$ cat src/rtl/sda_link_pkg.sv
// Shared definitions for the scl/sda link (receiver sda_to_par and its transmitter).
package sda_link_pkg;

  typedef enum logic [1:0] {
    IDLE,
    RECV,
    WAIT_STOP
  } state_e;

  localparam int unsigned NBITS_DEFAULT = 4;

  // Both link wires idle high.
  localparam logic BUS_IDLE = 1'b1;

endpackage

$ cat src/rtl/sda_to_par_sync_edge.sv
// sync_edge: SYNC_STAGES synchronizer, history flop and registered rise/fall strobes.
// lvl is the history-flop value, time-aligned with the rise/fall strobes.
module sync_edge
  import sda_link_pkg::*;
#(
  parameter int unsigned SYNC_STAGES = 2
) (
  input  logic sclk,
  input  logic rst,
  input  logic d,
  output logic lvl,
  output logic rise,
  output logic fall
);

  logic [SYNC_STAGES-1:0] sync_q, sync_d;
  logic                   hist_q, hist_d;
  logic                   rise_q, rise_d;
  logic                   fall_q, fall_d;

  // Shift the pin through the synchronizer and compare newest value with history.
  always_comb begin
    sync_d = {sync_q[SYNC_STAGES-2:0], d};
    hist_d = sync_q[SYNC_STAGES-1];
    rise_d = sync_q[SYNC_STAGES-1] & ~hist_q;
    fall_d = ~sync_q[SYNC_STAGES-1] & hist_q;
  end

  // Synchronizer and history reset to the idle bus level so reset release is silent.
  always_ff @(posedge sclk or negedge rst) begin
    if (!rst) begin
      sync_q <= {SYNC_STAGES{BUS_IDLE}};
      hist_q <= BUS_IDLE;
      rise_q <= 1'b0;
      fall_q <= 1'b0;
    end else begin
      sync_q <= sync_d;
      hist_q <= hist_d;
      rise_q <= rise_d;
      fall_q <= fall_d;
    end
  end

  assign lvl  = hist_q;
  assign rise = rise_q;
  assign fall = fall_q;

endmodule

$ cat src/rtl/sda_to_par.sv
// sda_to_par: scl/sda serial-to-parallel receiver, start/stop framed, MSB first.
// Optional feature macro: DECODE16_EN (registered one-hot decode of data on out16).
module sda_to_par
  import sda_link_pkg::*;
#(
  parameter int unsigned NBITS       = NBITS_DEFAULT,
  parameter int unsigned SYNC_STAGES = 2
) (
  input  logic                sclk,
  input  logic                rst,
  input  logic                scl,
  input  logic                sda,
  output logic [NBITS-1:0]    data,
  output logic                valid,
  output logic                frame_err,
  output logic                busy,
  output logic [2**NBITS-1:0] out16
);

  localparam int unsigned CW = $clog2(NBITS + 1);

  logic scl_lvl, scl_rise, scl_fall_unused;
  logic sda_lvl, sda_rise, sda_fall;
  logic bit_det, start_det, stop_det;

  state_e           state_q, state_d;
  logic [NBITS-1:0] shreg_q, shreg_d;
  logic [CW-1:0]    cnt_q, cnt_d;
  logic [NBITS-1:0] data_q, data_d;
  logic             valid_q, valid_d;
  logic             err_q, err_d;
  logic             busy_q, busy_d;

  sync_edge #(.SYNC_STAGES(SYNC_STAGES)) u_scl (
    .sclk (sclk),
    .rst  (rst),
    .d    (scl),
    .lvl  (scl_lvl),
    .rise (scl_rise),
    .fall (scl_fall_unused)
  );

  sync_edge #(.SYNC_STAGES(SYNC_STAGES)) u_sda (
    .sclk (sclk),
    .rst  (rst),
    .d    (sda),
    .lvl  (sda_lvl),
    .rise (sda_rise),
    .fall (sda_fall)
  );

  // A coincident scl rise suppresses start/stop so only one event acts per cycle.
  assign bit_det   = scl_rise;
  assign start_det = sda_fall & scl_lvl & ~bit_det;
  assign stop_det  = sda_rise & scl_lvl & ~bit_det;

  // Frame sequencing: next state, shift register, counter and output strobes.
  always_comb begin
    state_d = state_q;
    shreg_d = shreg_q;
    cnt_d   = cnt_q;
    data_d  = data_q;
    valid_d = 1'b0;
    err_d   = 1'b0;
    unique case (state_q)
      IDLE: begin
        if (start_det) begin
          state_d = RECV;
          cnt_d   = '0;
        end
      end
      RECV: begin
        if (bit_det) begin
          shreg_d = {shreg_q[NBITS-2:0], sda_lvl};
          cnt_d   = cnt_q + CW'(1);
          if (cnt_q == CW'(NBITS - 1)) state_d = WAIT_STOP;
        end else if (stop_det) begin
          err_d   = 1'b1;
          state_d = IDLE;
        end else if (start_det) begin
          err_d   = 1'b1;
          cnt_d   = '0;
        end
      end
      WAIT_STOP: begin
        if (stop_det) begin
          data_d  = shreg_q;
          valid_d = 1'b1;
          state_d = IDLE;
        end else if (bit_det) begin
          err_d   = 1'b1;
          state_d = IDLE;
        end else if (start_det) begin
          err_d   = 1'b1;
          cnt_d   = '0;
          state_d = RECV;
        end
      end
      default: state_d = IDLE;
    endcase
    busy_d = (state_d != IDLE);
  end

  // Frame state and registered outputs.
  always_ff @(posedge sclk or negedge rst) begin
    if (!rst) begin
      state_q <= IDLE;
      shreg_q <= '0;
      cnt_q   <= '0;
      data_q  <= '0;
      valid_q <= 1'b0;
      err_q   <= 1'b0;
      busy_q  <= 1'b0;
    end else begin
      state_q <= state_d;
      shreg_q <= shreg_d;
      cnt_q   <= cnt_d;
      data_q  <= data_d;
      valid_q <= valid_d;
      err_q   <= err_d;
      busy_q  <= busy_d;
    end
  end

  assign data      = data_q;
  assign valid     = valid_q;
  assign frame_err = err_q;
  assign busy      = busy_q;

`ifdef DECODE16_EN
  logic [2**NBITS-1:0] out16_q, out16_d;

  // One-hot of the accepted word, loaded together with data.
  always_comb begin
    out16_d = out16_q;
    if (valid_d) begin
      out16_d         = '0;
      out16_d[data_d] = 1'b1;
    end
  end

  // Decode register.
  always_ff @(posedge sclk or negedge rst) begin
    if (!rst) out16_q <= '0;
    else      out16_q <= out16_d;
  end

  assign out16 = out16_q;
`else
  assign out16 = '0;
`endif

endmodule

$ cat config.mk
export PLATFORM = sky130hd
export DESIGN_NAME = sda_to_par
export DESIGN_NICKNAME = d
export VERILOG_FILES = /design/src/rtl/sda_link_pkg.sv /design/src/rtl/sda_to_par_sync_edge.sv /design/src/rtl/sda_to_par.sv
export SDC_FILE = /design/constraint.sdc
export NUM_CORES = 1
export LEC_CHECK = 0
export CORE_MARGIN = 2
export CORE_UTILIZATION = 51
export CTS_BUF_LIST = sky130_fd_sc_hd__clkbuf_2
export CTS_CLUSTER_SIZE = 30
export DETAILED_ROUTE_END_ITERATION = 8
export GPL_TIMING_DRIVEN = 1
export PLACE_DENSITY = 0.81
export SYNTH_ARGS = -nofsm -noshare
export SYNTH_HDL_FRONTEND = slang
export SYNTH_SLANG_ARGS = --single-unit
export TNS_END_PERCENT = 20
$ cat constraint.sdc
create_clock -name sclk -period 1.9 [get_ports sclk]
set_input_delay 0.38 -clock sclk [delete_from_list [all_inputs] [get_ports sclk]]
set_output_delay 0.38 -clock sclk [all_outputs]
set_load 0.02 [all_outputs]
==> summary.txt <==
Status
  – Status: finished, final reports clean

CTS
  – Clock sinks: 25
  – Cts bufs inserted: 3
  – CTS Hold Bufs: 0
  – Clock Pin Slew Worst Setup and Hold Paths: 0.22 ns
  – CTS tree: done
  – Clock latency on the worst-skew pair: 0.33 ns
  – H-tree lvl count: 1
  – CTS resizes: 0
  – CTS max path bufs: 2
  – CTS Root Buffer Type: clkbuf_2
  – # Post-CTS Setup Buffers: 0

Worst setup path
  – Crit-path max FO: 5
  – Critical Path Most Common Cell: a211o_1
  – CP endpoint kind: flip-flop
  – Crit path cell chain: inv_1 -> ha_1 -> a211o_1 -> a211o_1 -> mux2_4
  – CP Launch Type: flip-flop
  – Critical Path RT: 2.15 ns
  – Max incr delay on CP: 0.47 ns
  – Slowest CP cell: dfrtp_1
  – Top Family by Delay on Critical Path: compound AO/OA/AOI/OAI gates
  – CP Buf/Inv Count: 1
  – CP Data Arrival Time: between 1.5 and 2 ns
  – Crit Path Category: reg -> reg

Cells and area
  – Area growth syn-to-layout: 7.90%
  – ANT cells: 0
  – Final Net Count: approximately 120
  – Fraction of final layout cells sized beyond drive strength 1: 21.2%

Min path
  – Hold WC Path Type: reg -> reg

GRT
  – Number of global-route vias before repair: between 700 and 800
  – Initial antenna violation count: 0
  – Pin count of the biggest net entering global routing: 26
  – Grt ovf: 0
  – Global-route wire length before repair: 3.04 mm
  – GRT Util Overall: 15.1%

Floorplan
  – Die width: 52.3 um
  – Core area: 2210 sq um
  – Ports: 27
  – Die ar.: 2730 sq um
  – Core Rows: 17
  – Starting density of the core: 53.7%
  – Die Y: about 52 um

Yosys
  – Yosys cell types: 28
  – Count of flip-flops with a built-in enable after synthesis: 0
  – Ys flop type: dfrtp_1
  – Synthesized area per cell: 11.9 sq um
  – Flip-flop and latch count after synthesis: 25
  – Syn Inst Count: 100
  – Asr flop ratio synth: 100%
  – Post-synthesis sequential area ratio: ~53%
  – Synth area leaders: dfrtp_1 (40%), dfstp_2 (13%), buf_4 (10%), mux2_2 (7.6%), ha_1 (6.3%)
  – Top-area cell type share of the netlist area: 40.0%
  – Yosys warns: 0
  – Syn Std Cell Area: between 1000 and 1500 sq um
  – Synth area leader: dfrtp_1

Timing
  – Final hold vios: 0
  – Final setup margin: 0.160 ns
  – Final setup TNS: 0 ns
  – RSZ-0062 raised after global routing: no
  – Final Skew: between 0.005 and 0.006 ns
  – Fin crit share: 91.6%
  – Final worst path period need: around 1.7 ns
  – Fmax: 0.575 GHz
  – # setup viols final: 0
  – Fin. max-slew vios: 0

Route
  – Routed wire length per instance: 11.9 um
  – Drc violations: 0
  – Routed Antenna Nets: 0
  – Via count: 709
  – Via density per instance: 5.03
  – Final WL: 1.67 mm
  – Pre-antenna DRT Iters: 4
  – DR iter-0 viols: 14

Placement
  – Hpwl dp: 1.26 mm
  – Port bufs: 10
  – GP Congestion: about 0.89
  – Post-place setup slack: between 0.15 and 0.2 ns

Power
  – Pwr/cell area: 1050 nW/um^2
  – VDD IR-drop max: 819 uV
  – Leak pwr: 0.000619 uW

Job
  – Number of max-cap violations: 0
-- registers in the layout, summed over array words and instances (netlist names), 2 cells and up --
signal and flops:
data 4, u_scl.sync_q 2, u_sda.sync_q 2, cnt_q 3, state_q 2, shreg_q 4
-- through the flow --
step / instance area (sq um) / hold WS [ns] / utilization (%) / total power, uW / instances
after floorplan: 1240 / 0.0844 / - / 1060 / 115
after global placement: 1260 / 0.346 / 57.0 / 1140 / 137
after detailed placement: 1260 / 0.348 / 57.0 / 1160 / 137
after CTS: 1280 / 0.369 / 57.9 / 1360 / 141
after global routing: 1280 / 0.379 / 57.9 / 1450 / 141
final: 1280 / 0.373 / 57.9 / 1350 / 141
-- placed cells by master (no fill, tap or decap), types with 2 or more instances in the layout --
cell / count
dfrtp_1: 19
conb_1: 16
clkdlybuf4s50_1: 10
mux2_2: 8
inv_1: 7
nand2_1: 6
ha_1: 6
dfstp_2: 6
nor2b_1: 3
a21oi_1: 3
a211o_1: 3
clkbuf_2: 3
o22ai_1: 2
o211ai_1: 2
nor2_1: 2
a21o_1: 2
a22o_2: 2
-- cells by family (layout without fill, tap and decap cells) --
logic type      count (synthesis)  in the layout  share of synthesized area [%]
compound gates                 19             19                           11.7
fa+ha+maj                       6              6                           6.32
buf+inv                        24             22                           12.8
flops                          25             25                           53.3
mux                             9              9                           8.85
other cells                     1             16                          0.316
simple gates                   16             16                           6.74
-- metal layers --
metal / wire length [um] / vias up / track usage [%]
met4: 8 / 0 / 4.70
met3: 93 / 2 / 3.43
li1: - / 331 / -
met5: 0 / - / 0
met2: 840 / 29 / 25.9
met1: 729 / 347 / 18.9
-- Yosys cell counts (2+ instances only) --
master and number:
dfrtp_1 19, buf_4 16, mux2_2 8, inv_1 7, dfstp_2 6, ha_1 6, nand2_1 6, a211o_1 3
a21oi_1 3, nor2b_1 3, a21o_1 2, a22o_2 2, nor2_1 2, o211ai_1 2, o22ai_1 2
-- final timing paths --
check,cells after the start,slack [ns],to,from
max in group asynchronous,2,1.23,u_sda.sync_q[1]$_DFF_PN1_,rst
hold / removal,0,0.37,u_scl.sync_q[1]$_DFF_PN1_,u_scl.sync_q[0]$_DFF_PN1_
hold reg to reg,0,0.37,u_scl.sync_q[1]$_DFF_PN1_,u_scl.sync_q[0]$_DFF_PN1_
min in group asynchronous,2,0.38,cnt_q[2]$_DFFE_PN0P_,rst
setup reg to reg,5,0.16,cnt_q[0]$_DFFE_PN0P_,state_q[1]$_DFF_PN0_
setup / recovery,5,0.16,cnt_q[0]$_DFFE_PN0P_,state_q[1]$_DFF_PN0_
-- where the power goes --
group / switching (uW) / internal, uW / total, uW
Clock: 150 / 47.8 / 198
Sequential: 76.0 / 642 / 718
Combinational: 220 / 216 / 435
Total: 446 / 905 / 1350
-- cell type report --
type                       count  area, sq um
multi-input combinational     66          459
fill                         188          931
sequential                    25          633
tap                           28         35.0
inverter                       7         26.3
clock inverter                 1         5.00
clock buffer                   3         15.0
timing repair buffer          11          108
(Power assumes the default switching activity.)
